### config.mk
export PLATFORM = sky130hd
export DESIGN_NAME = mac_vec_accum
export DESIGN_NICKNAME = d
export VERILOG_FILES = /design/src/rtl/mac_pkg.sv /design/src/rtl/mac_sat_add.sv /design/src/rtl/mac_vec_accum.sv
export SDC_FILE = /design/constraint.sdc
export NUM_CORES = 1
export LEC_CHECK = 0
export CAP_MARGIN = 20
export CORE_MARGIN = 2
export CORE_UTILIZATION = 56
export DETAILED_ROUTE_END_ITERATION = 10
export HOLD_SLACK_MARGIN = 0.06
export PLACE_DENSITY = 0.78
export SKIP_LAST_GASP = 1
export SLEW_MARGIN = 20
export SYNTH_ARGS = -nofsm -noshare
export SYNTH_HDL_FRONTEND = slang
export SYNTH_SLANG_ARGS = --single-unit
### constraint.sdc
create_clock -name clk -period 4.5 [get_ports clk]
set_clock_uncertainty 0.1 [all_clocks]
set_input_delay 0.675 -clock clk [delete_from_list [all_inputs] [get_ports clk]]
set_output_delay 0.675 -clock clk [all_outputs]
set_load 0.05 [all_outputs]
### src/rtl/mac_pkg.sv
// Shared types and constant helpers for the vector multiply-accumulate engine.
package mac_pkg;

  localparam int unsigned WInDef  = 10;
  localparam int unsigned WAccDef = 20;

  typedef logic signed [WInDef-1:0]   operand_t;
  typedef logic signed [2*WInDef-1:0] prod_t;
  typedef logic signed [WAccDef-1:0]  acc_t;

  // One extra bit so the counter width is never zero (VEC_LEN=1).
  function automatic int unsigned cnt_width(input int unsigned vec_len);
    return $clog2(vec_len) + 1;
  endfunction

  // Bit patterns for the saturation limits; callers truncate to w bits.
  function automatic logic [63:0] sat_max(input int unsigned w);
    return (64'd1 << (w - 1)) - 64'd1;
  endfunction

  function automatic logic [63:0] sat_min(input int unsigned w);
    return 64'd1 << (w - 1);
  endfunction

endpackage

### src/rtl/mac_sat_add.sv
// Combinational signed adder with overflow detect; clamps to the signed range when
// MAC_SAT_EN is defined, otherwise wraps.
module mac_sat_add #(
  parameter int unsigned W_ACC = 20
) (
  input  logic signed [W_ACC-1:0] x,
  input  logic signed [W_ACC-1:0] y,
  output logic signed [W_ACC-1:0] sum,
  output logic                    add_ovf
);

`ifdef MAC_SAT_EN
  localparam logic signed [W_ACC-1:0] SatMax = W_ACC'(mac_pkg::sat_max(W_ACC));
  localparam logic signed [W_ACC-1:0] SatMin = W_ACC'(mac_pkg::sat_min(W_ACC));
`endif

  logic signed [W_ACC-1:0] raw;

  always_comb begin
    raw     = x + y;
    // Overflow only when both operands share a sign the result does not.
    add_ovf = (x[W_ACC-1] == y[W_ACC-1]) && (raw[W_ACC-1] != x[W_ACC-1]);
`ifdef MAC_SAT_EN
    sum = add_ovf ? (x[W_ACC-1] ? SatMin : SatMax) : raw;
`else
    sum = raw;
`endif
  end

endmodule

### src/rtl/mac_vec_accum.sv
// Pipelined signed MAC producing one dot product per VEC_LEN valid elements.
// Optional MAC_SAT_EN selects saturating accumulation instead of wrap.
module mac_vec_accum
  import mac_pkg::*;
#(
  parameter int unsigned W_IN    = 10,
  parameter int unsigned W_ACC   = 20,
  parameter int unsigned VEC_LEN = 4
) (
  input  logic                    clk,
  input  logic                    reset,
  input  logic signed [W_IN-1:0]  a,
  input  logic signed [W_IN-1:0]  b,
  input  logic                    valid_in,
  input  logic                    clear,
  output logic signed [W_ACC-1:0] f,
  output logic                    valid_out,
  output logic                    ovf
);

  localparam int unsigned    CntW    = cnt_width(VEC_LEN);
  localparam logic [CntW-1:0] CntLast = CntW'(VEC_LEN - 1);

  if (W_ACC < 2 * W_IN) begin : g_chk_acc
    $error("mac_vec_accum: W_ACC must be at least 2*W_IN");
  end
  if (VEC_LEN < 1) begin : g_chk_len
    $error("mac_vec_accum: VEC_LEN must be at least 1");
  end

  logic signed [W_IN-1:0]   a_r, b_r;
  logic signed [2*W_IN-1:0] prod;
  logic signed [W_ACC-1:0]  acc;
  logic [CntW-1:0]          cnt;
  logic                     v1, v2, ovf_sticky;

  logic signed [W_ACC-1:0]  acc_in, prod_ext, sum;
  logic                     add_ovf, is_first, is_last;

  always_comb begin
    is_first = (cnt == '0);
    is_last  = (cnt == CntLast);
    acc_in   = is_first ? '0 : acc;
    prod_ext = W_ACC'(prod);
  end

  mac_sat_add #(
    .W_ACC (W_ACC)
  ) u_add (
    .x       (acc_in),
    .y       (prod_ext),
    .sum     (sum),
    .add_ovf (add_ovf)
  );

  // S1/S2: operand capture and product; clear drops anything in flight.
  always_ff @(posedge clk or negedge reset) begin
    if (!reset) begin
      a_r  <= '0;
      b_r  <= '0;
      prod <= '0;
      v1   <= 1'b0;
      v2   <= 1'b0;
    end else begin
      if (valid_in) begin
        a_r <= a;
        b_r <= b;
      end
      if (v1) prod <= (2*W_IN)'(a_r) * (2*W_IN)'(b_r);
      v1 <= valid_in & ~clear;
      v2 <= v1 & ~clear;
    end
  end

  // S3: accumulate, count elements and publish the result on the last one.
  always_ff @(posedge clk or negedge reset) begin
    if (!reset) begin
      acc        <= '0;
      cnt        <= '0;
      ovf_sticky <= 1'b0;
      f          <= '0;
      ovf        <= 1'b0;
      valid_out  <= 1'b0;
    end else if (clear) begin
      acc        <= '0;
      cnt        <= '0;
      ovf_sticky <= 1'b0;
      valid_out  <= 1'b0;
    end else begin
      valid_out <= 1'b0;
      if (v2) begin
        acc        <= sum;
        cnt        <= is_last ? '0 : cnt + CntW'(1);
        ovf_sticky <= (is_first ? 1'b0 : ovf_sticky) | add_ovf;
        if (is_last) begin
          f         <= sum;
          ovf       <= (is_first ? 1'b0 : ovf_sticky) | add_ovf;
          valid_out <= 1'b1;
        end
      end
    end
  end

endmodule

Yosys cells after proc, flatten, opt, wreduce, memory -nomap -nowiden

Cells that the tools add are included.

Register bits after elaboration: 88
Bits in latches: 0
RAM bits: 0
Memory bits (read-only): 0
Output and inout bits: 22
Logic and storage cells: 37
Memories: 0

Add/subtract/negate cells: 2
$mul: 1
Div/mod/pow operators: 0
$lt $le $gt $ge: 0
Equal/unequal tests: 3
Shifts and indexed selects: 0
Muxes and demuxes: 12
Bitwise gates (word level): 4
Reduce and logical (&&, ||, !) cells: 4

Operators by type and width:

| operator                                             | number |
|---|---|
| two-way mux 20 bit                                   | 3 |
| adder 20 bit                                         | 1 |
| multiplier 10 x 10 -> 20 bit                         | 1 |
| two-way mux 3 bit                                    | 3 |
| two-way mux 1 bit                                    | 6 |
| adder 3 x 1 -> 3 bit (second input constant)         | 1 |
| equality test 3 x 2 -> 1 bit (second input constant) | 1 |
| logical NOT 3 bit                                    | 1 |
| AND reduction 3 bit                                  | 1 |
| bitwise AND 1 bit                                    | 2 |
| nonzero test 2 bit                                   | 1 |
| equality test 1 bit                                  | 1 |
| logical AND 1 bit                                    | 1 |
| inequality test 1 bit                                | 1 |
| NOT 1 bit                                            | 1 |
| OR 1 bit                                             | 1 |

Depth between registers and ports, before layout

Gate-level depths: netlist of run 1.

Depth in word-level cells: 8
Depth in mapped cells: 20
Gate-level depth less buffers: 19

Modules after synthesis

A second synthesis of run 1 with hierarchy kept.

Cell total of the unflattened synthesis: 877
Area total of the unflattened synthesis: 8662.1 µm²

By module, submodules not included:

| module        | times used | cells each | area an instance (µm²) | sequential area each (µm²) |
|---|---|---|---|---|
| mac_vec_accum | 1          | 742        | 7628.6                 | 2202.1 |
| mac_sat_add   | 1          | 135        | 1033.5                 | 0.0 |

Worst setup path before layout of run 1

OpenSTA, ideal clock, no wires.

Kind: register to register
From: register a_r[9]
To: register prod[18]
Arrival: 4790 ps
Setup slack: -514 ps
Stages on the path, launching flop included: 17
Cells stage by stage: dfrtp_1 clkbuf_1 nand2_1 fa_1 inv_1 fa_1 fa_1 fa_1 inv_1 fa_1 inv_1 ha_1 a21oi_1 nor3b_1 o21ai_1 a31o_1 a211o_1

Word-level cells in the longest chain between the ends: 1

RTL lines:

| item                         | line                | text |
|---|---|---|
| start, declared              | mac_vec_accum.sv:31 | `logic signed [W_IN-1:0] a_r, b_r;` |
| start signal, assigned       | mac_vec_accum.sv:59 | `a_r <= '0;` |
| start signal, assigned       | mac_vec_accum.sv:66 | `a_r <= a;` |
| multiplier 10 x 10 -> 20 bit | mac_vec_accum.sv:69 | `if (v1) prod <= (2*W_IN)'(a_r) * (2*W_IN)'(b_r);` |
| end signal, assigned         | mac_vec_accum.sv:69 |  |
| end, declared                | mac_vec_accum.sv:32 | `logic signed [2*W_IN-1:0] prod;` |

Every way passes these cells.
A chain may end at the register's enable or synchronous reset.

Worst setup path after layout of run 1

From: register a_r[7]
To: register prod[18]

The elaborated chain is that of the path after synthesis.

==> results.txt, run 1 <==
The run finished, with violations left. The checks that failed: setup timing. Routability-driven placement finished with a final weighted congestion of 0.868. Once detail routing completed, the nets flagged for antenna violations numbered 0.

The biggest fanout along the worst timing path is 8. Flip-flop cell with the highest count after synthesis: sky130_fd_sc_hd__dfrtp_1. The final worst setup slack is -0.350 ns, and the number of hold violations in the final report is 0. The register area share after synthesis is 25.8%, and the remaining max-slew budget at the tightest pin is 41.7%. The main combinational cell family by area after synthesis is adder cells.

The total routing usage reported by global routing is 23.8%, and the starting utilization of the core area is 56.9%. The async set-or-reset flop fraction in the synthesized netlist was 100%; the final critical-path share of the clock period was 108%. Setup violations remaining at the end of the flow were counted as 12. The routed wire length per instance was 15.3 microns. The tools report the detailed-routing iteration count for the pre-antenna-repair pass as 5. After the last flow step, the layout net total stands at 1184.

The routed layout has 6362 vias. The repair_antennas step left the layout with diodes totalling 0. Among all stages on the critical path, the largest delay is contributed by sky130_fd_sc_hd__fa_1.

The total area inside the core boundary comes to 15000 sq um. Clock tree synthesis selected as its root buffer the cell sky130_fd_sc_hd__clkbuf_16. The post-route netlist has 22.5% of its cells at a drive strength greater than 1. In this run, synthesis inferred 0 flip-flops with an integrated enable. The synthesized netlist devotes 31.8% of its cell area to adder and majority cells. The run gives 0 as the total count of max-transition violations in the final report. The simple logic cell fraction of the synthesized area came out at 14.2%. The tools report the net count of the mapped netlist as 1078. Traced cell by cell, the critical path runs through buf_12 > nand2_1 > fa_1 > inv_1 > fa_1 > fa_1 > fa_1 > inv_1 > fa_1 > inv_2 > ha_4 > nand4_1 > nor3_2 > nor3_2 > o21ai_2 > a31o_1 > a211o_1. The die covers 16300 sq um.

For this run, the top clock speed supported by timing is 206 MHz. The run gives 88 as the clock sink count. Setup repair after global routing could not meet its margin everywhere. For the worst-skew pair, the clock arrives at the later sink with an insertion delay of 0.35 ns. The number of levels in the clock H-tree was 3; the delay contributed by the slowest stage of the critical path was 0.52 ns. The mapped netlist covers 8550 sq um. Number of warning messages in the yosys log: 0. The count of buffers added on input and output ports is 45. After clock tree synthesis, the clock-pin slew on the worst setup and hold paths is 0.06 ns. Synthesis handed over a netlist of 892 instances. After synthesis, the mean cell area works out to 9.58 sq um. Cells fill 68.8% of the core in the end. The worst setup path is captured at a flip-flop.

Summing the areas of all xor and xnor instances in the mapped netlist gives 3.89% of the synthesized area. The clock passes through at most 2 buffers. The class of the tightest hold or removal check was in2async. TritonCTS built the clock tree. The number of antenna violations at the first check in global routing is 0, and the via density per instance is 5.35. Grouping stages by cell kind, the critical path spends the most delay in adder cells. The critical path arrival is 4.99 ns, and the number of buffer and inverter stages on the critical path is 4. The total overflow left after global routing is 0. The run gives 6728 as the number of global-route vias before repair.

The detailed placement HPWL was 14000 microns. After floorplanning, the core was divided into 45 placement rows. Entering global routing, the biggest net connects 58 pins. The first routing iteration left 368 violations. The width of the chip came out at 128 microns. The worst setup path is launched from a flip-flop. The dominant cell type by count on the critical path was sky130_fd_sc_hd__fa_1. The number of DRC violations after detailed routing is 0, and the multiplexer share of the synthesized area is 6.95%. The count of state elements after synthesis works out to 88. After synthesis, the netlist uses 60 different library cells. Subtracting the final worst setup slack from the clock period gives 4.85 ns. The wire length of the first global-routing pass is 31200 microns.

For the I/O pin total, the log shows 46. The worst setup slack for register-to-register paths was -0.35 ns. Wires add up to 18200 microns. After filler insertion, the fill cell instance count of the layout stands at 1093.

The tools report the data required time of the worst path as 4.64 ns. For the pin with the worst max-slew slack, the measured transition is 0.871 ns. Summing the areas of all compound-gate instances in the mapped netlist gives 9.29% of the synthesized area.

The number of clock buffers added by TritonCTS is 9. The die is 128 microns tall. Relative to the synthesized area, the layout overhead comes to 21.0%.

The critical path is of the reg2reg type. For the number of violations of the max-capacitance limit, the log shows 0.
[placed cells by master (no fill, tap or decap), types with 4 or more instances in the layout]
cell,instances
sky130_fd_sc_hd__a21o_1,8
sky130_fd_sc_hd__o21ai_1,13
sky130_fd_sc_hd__dfrtp_1,77
sky130_fd_sc_hd__nand2_1,100
sky130_fd_sc_hd__fa_1,86
sky130_fd_sc_hd__nor2b_1,6
sky130_fd_sc_hd__nor2_1,33
sky130_fd_sc_hd__inv_2,17
sky130_fd_sc_hd__fa_2,6
sky130_fd_sc_hd__and2_1,46
sky130_fd_sc_hd__mux2_2,38
sky130_fd_sc_hd__o21bai_1,4
sky130_fd_sc_hd__mux2i_1,14
sky130_fd_sc_hd__o211ai_1,6
sky130_fd_sc_hd__a21oi_2,9
sky130_fd_sc_hd__ha_1,60
sky130_fd_sc_hd__o21ai_0,14
sky130_fd_sc_hd__nand2_2,4
sky130_fd_sc_hd__ha_4,10
sky130_fd_sc_hd__buf_4,82
sky130_fd_sc_hd__a21oi_1,26
sky130_fd_sc_hd__a31oi_1,7
sky130_fd_sc_hd__inv_1,130
sky130_fd_sc_hd__xor2_1,7
sky130_fd_sc_hd__nand2b_1,11
sky130_fd_sc_hd__clkbuf_16,9
sky130_fd_sc_hd__nand3_1,9
sky130_fd_sc_hd__clkdlybuf4s50_1,44
sky130_fd_sc_hd__dfrtp_2,11
sky130_fd_sc_hd__xnor2_1,31
sky130_fd_sc_hd__buf_6,6
sky130_fd_sc_hd__a211oi_1,5
sky130_fd_sc_hd__nand4_1,5
sky130_fd_sc_hd__o21ai_2,4
[routing by layer]
| layer | global-route usage, % | routed length [microns] |
|---|---|---|
| met3 | 3.60 | 570 |
| met2 | 40.9 | 9040 |
| met5 | 0 | 0 |
| met4 | 7.76 | 443 |
| met1 | 31.1 | 8150 |
[cells by family after synthesis]
logic type                 Yosys count
buffers and inverters              185
DFF                                 88
xor gates and xnor gates            38
AOI/OAI and AO/OA                  121
muxes                               54
and+or+nand+nor                    244
adders and majority gates          162
[path summary, 6_finish.rpt]
path	startpoint	to	depth (start not counted)
hold reg to reg	f[7]	f[7]	2
setup / recovery	a_r[7]	prod[18]	17
min in group clk	f[7]	f[7]	2
hold / removal	reset	acc[17]	1
max in group asynchronous	reset	acc[14]	2
setup reg to reg	a_r[7]	prod[18]	17
[registers in the layout, summed over array words and instances, names as in the netlist]
name        cells
v2              1
f              20
ovf             1
acc            20
ovf_sticky      1
v1              1
valid_out       1
a_r            10
b_r            10
cnt             3
prod           20
[stage by stage]
| stage | instance area [sq um] | worst slack, ns | TNS, ns | hold WS (ns) | instances |
|---|---|---|---|---|---|
| 6_report | 10300 | -0.350 | -2.60 | 0.261 | 1189 |
| 5_1_grt | 10300 | -0.570 | -4.92 | 0.333 | 1189 |
| 4_1_cts | 10200 | -0.359 | -2.47 | 0.313 | 1182 |
| 3_5_place_dp | 9790 | -0.421 | -3.47 | 0.363 | 1162 |
| 3_3_place_gp | 9790 | -0.344 | -2.48 | 0.358 | 1162 |
| 2_1_floorplan | 8740 | -0.247 | -0.964 | 0.279 | 892 |
[what timing repair did]
item                       in CTS  in global routing
buffers inserted                6                  8
setup endpoints to repair      12                 13
pin swaps                      21                 24
gates resized for setup        23                 25
hold buffers                    0                  0
[area by class of cell]
class | instances | area, sq um | area share [%]
clock buffers | 9 | 225 | 2.18
well taps | 188 | 235 | 2.27
inverters | 147 | 552 | 5.34
flip-flops and latches | 88 | 2220 | 21.4
multi-input cells | 619 | 5890 | 56.9
clock inverters | 5 | 82.6 | 0.798
repair buffers | 133 | 1140 | 11.1
[cell usage after synthesis, drive strengths merged, types with 3 or more instances]
cell type / n / area share, %
clkbuf: 29 / 1.3
ha: 70 / 10
o21ai: 31 / 1.9
nand4b: 3 / 0.31
and3: 3 / 0.28
buf: 9 / 0.42
mux2: 40 / 5.3
fa: 92 / 22
mux2i: 14 / 1.6
xor2: 7 / 0.72
xnor2: 31 / 3.2
nor3: 4 / 0.29
a31oi: 7 / 0.51
nand3b: 3 / 0.26
nand2b: 11 / 0.81
a21oi: 35 / 2.1
dfrtp: 88 / 26
o211ai: 7 / 0.78
nand3: 9 / 0.53
and2: 50 / 3.7
nor3b: 3 / 0.26
nand4: 6 / 0.51
inv: 147 / 6.5
nor2b: 6 / 0.44
o21bai: 4 / 0.35
or3: 3 / 0.22
o22ai: 4 / 0.29
a211oi: 7 / 0.67
nand2: 105 / 4.6
a21o: 10 / 0.91
nor2: 33 / 1.4
Power of run 1 is not shown: default switching activity piles up to over one toggle a cycle in this logic, so the estimate is an artifact.
==> inputs of run 2 (changes only) <==
--- a/config.mk
+++ b/config.mk
@@ -11,8 +11,9 @@
 export DETAILED_ROUTE_END_ITERATION = 10
 export HOLD_SLACK_MARGIN = 0.06
 export PLACE_DENSITY = 0.78
+export SETUP_SLACK_MARGIN = 0.1
 export SKIP_LAST_GASP = 1
-export SLEW_MARGIN = 20
+export SLEW_MARGIN = 0
 export SYNTH_ARGS = -nofsm -noshare
 export SYNTH_HDL_FRONTEND = slang
 export SYNTH_SLANG_ARGS = --single-unit
==> constraint.sdc (replaced) <==
create_clock -name clk -period 4.4 [get_ports clk]
set_clock_uncertainty 0.1 [all_clocks]
set_input_delay 0.66 -clock clk [delete_from_list [all_inputs] [get_ports clk]]
set_output_delay 0.66 -clock clk [all_outputs]
set_load 0.05 [all_outputs]
==> results.txt, run 2 (synthesis results as in run 1) <==
The flow ran to the end, but the final reports show violations. The checks that failed: setup timing. The critical path class was reg2reg.

The total CTS buffers came out at 9 (unchanged). The clock transition at the registers of the reported paths works out to 0.07 ns (about the same). The remaining global-route overflow is 0 (unchanged).

The routed wire length per instance is 15.1 microns (-1.2%), and the combined area of the multi-input logic cells is 5910 sq um (+0.40%). For the initial detailed-routing violation count, the log shows 318 (-14%). The die boundary height came out at 128 microns (unchanged). The tools report the total routing usage reported by global routing as 24.1% (+0.28 points). The library cell used most frequently in the layout, excluding fill and tap cells, is sky130_fd_sc_hd__inv_1. The actual transition at the worst max-transition pin came out at 0.861 ns (-0.0106 ns).

TritonCTS built the clock tree. The final worst setup slack is -0.473 ns (-0.122 ns), and the number of standard-cell rows in the floorplan is 45 (unchanged). The growth of design area from synthesis to finish is 21.5%, and the sequential standard cell area is 2220 sq um (about the same). The total inserted antenna cells is 0 (unchanged).

The width of the chip is 128 microns (unchanged), and the maximum clock insertion buffer count is 2 (unchanged). The logs give 61 (+5.2%) for the maximum number of pins on one net before global-route repair and 31700 microns (+1.5%) for the wire length of the first global-routing pass. The detailed placement HPWL is 14300 microns (+2.4%). Leaving out fill and tap cells, the most frequent cells in the layout are sky130_fd_sc_hd__inv_1, sky130_fd_sc_hd__nand2_1, sky130_fd_sc_hd__fa_1.

The tools report the number of levels in the clock H-tree as 3 (unchanged). The core utilization of the finished layout is 69.1% (+0.28 points), and the depth of the worst register-to-register path is 19 (+2). The total count of max-transition violations in the final report was 0 (unchanged); the achievable frequency was 205 MHz (-0.46%). The run gives 0 (unchanged) as the number of antenna violations at the first check in global routing. The global placement routability congestion was 0.919 (+5.8%).

The run gives 15000 sq um (unchanged) as the core area. For the I/O pin total, the log shows 46 (unchanged). The tightest min-delay check is of the in2async type. The via density per instance works out to 5.33 (-0.33%). For the starting utilization of the core area, the log shows 56.9% (unchanged). The critical path arrival came out at 5.01 ns (+0.02 ns). The shortest clock period the worst path allows after layout is 4.87 ns (+0.0224 ns), and the post-route antenna net violation count is 0 (unchanged).

The biggest fanout along the worst timing path came out at 7 (-1). The detailed-routing iteration count for the pre-antenna-repair pass came out at 6 (+1). Worst slack on hold paths: 0.265 ns (+0.00431 ns).

The run gives 0 (unchanged) as the number of DRC violations after detailed routing. The count of vias placed by the detailed router is 6373 (+0.17%). The final setup violation count is 11 (-1), and the clock latency at the later pin of the worst-skew pair is 0.35 ns (about the same). The final critical-path share of the clock period is 111% (+3.0 points). The number of nets in the finished design was 1188 (+0.34%); the number of port buffers was 45 (unchanged).

Routed wire length: 18100 microns (-0.66%). Clock tree synthesis selected as its root buffer the cell sky130_fd_sc_hd__clkbuf_16. The critical path endpoint category was a flip-flop.

The largest registers in the layout are acc x20, f x20, prod x20. The number of global-route vias before repair is 6814 (+1.3%), and the die outline area is 16300 sq um (unchanged). The data required time of the worst path came out at 4.54 ns (-0.10 ns).

The worst setup path is launched from a flip-flop. The tools report the number of violations of the max-capacitance limit as 0 (unchanged). The fraction of layout instances using a drive strength above 1 was 23.2% (+0.76 points); the clock sink count was 88 (unchanged). The logs give 0 (unchanged) for the number of hold violations in the final report and 42.4% (+0.71 points) for the remaining max-slew budget at the tightest pin.

For the number of filler cells placed in the layout, the log shows 1080 (-1.2%). Setup repair after global routing could not meet its margin everywhere.
## run 2: final cells by class
class | count | area share (%)
clock inverters | 7 | 0.602
multi-input cells | 619 | 56.9
clock buffers | 9 | 2.17
repair buffers | 137 | 11.4
well taps | 188 | 2.27
inverters | 147 | 5.31
flip-flops and latches | 88 | 21.3
## run 2: per-layer routing
layer | track usage (%) | vias up | wire length, microns
met5 | 0 | - | 0
met4 | 7.24 | 0 | 403
met3 | 3.60 | 31 | 555
met2 | 40.6 | 110 | 8750
met1 | 32.4 | 3142 | 8370
li1 | - | 3090 | -
## run 2: per-stage QoR
stage / area (sq um) / TNS (ns) / std cells / setup slack, ns
after detailed placement: 9790 / -4.67 / 1162 / -0.553
after CTS: 10300 / -3.46 / 1191 / -0.449
after floorplan: 8750 / -1.84 / 892 / -0.347
after global routing: 10400 / -6.19 / 1195 / -0.711
after global placement: 9790 / -3.64 / 1162 / -0.455
final: 10400 / -3.87 / 1195 / -0.473
## run 2: timing repair
item                                    in CTS  in global routing
pin swaps                                   23                 14
buffers inserted                            13                  4
endpoints found under the setup margin      13                 13
resized for setup                           36                 15
cloned                                       0                  0
hold buffers                                 0                  0
## run 2: path summary, 6_finish.rpt
path	from	to	slack, ns
worst max-delay path	a_r[7]	prod[17]	-0.47
worst min-delay path	reset	acc[14]	0.27
worst max register to register	a_r[7]	prod[17]	-0.47
worst min register to register	f[6]	f[6]	0.38
max in group asynchronous	reset	f[4]	3.07
min in group clk	f[6]	f[6]	0.38
## run 2: worst max-delay path, cell delays in order, from the launching register on
cell	delay, ns
sky130_fd_sc_hd__dfrtp_2	0.45
sky130_fd_sc_hd__nand2_4	0.06
sky130_fd_sc_hd__fa_1	0.53
sky130_fd_sc_hd__inv_1	0.05
sky130_fd_sc_hd__fa_1	0.47
sky130_fd_sc_hd__inv_1	0.05
sky130_fd_sc_hd__fa_1	0.48
sky130_fd_sc_hd__inv_1	0.05
sky130_fd_sc_hd__fa_1	0.49
sky130_fd_sc_hd__inv_2	0.04
sky130_fd_sc_hd__fa_1	0.50
sky130_fd_sc_hd__inv_2	0.05
sky130_fd_sc_hd__ha_4	0.27
sky130_fd_sc_hd__o211ai_1	0.12
sky130_fd_sc_hd__o211ai_1	0.24
sky130_fd_sc_hd__nand4_1	0.17
sky130_fd_sc_hd__a21oi_2	0.19
sky130_fd_sc_hd__nor2_1	0.07
sky130_fd_sc_hd__xnor2_1	0.12
sky130_fd_sc_hd__mux2_2	0.26
Power of run 2 is left out for the same reason.
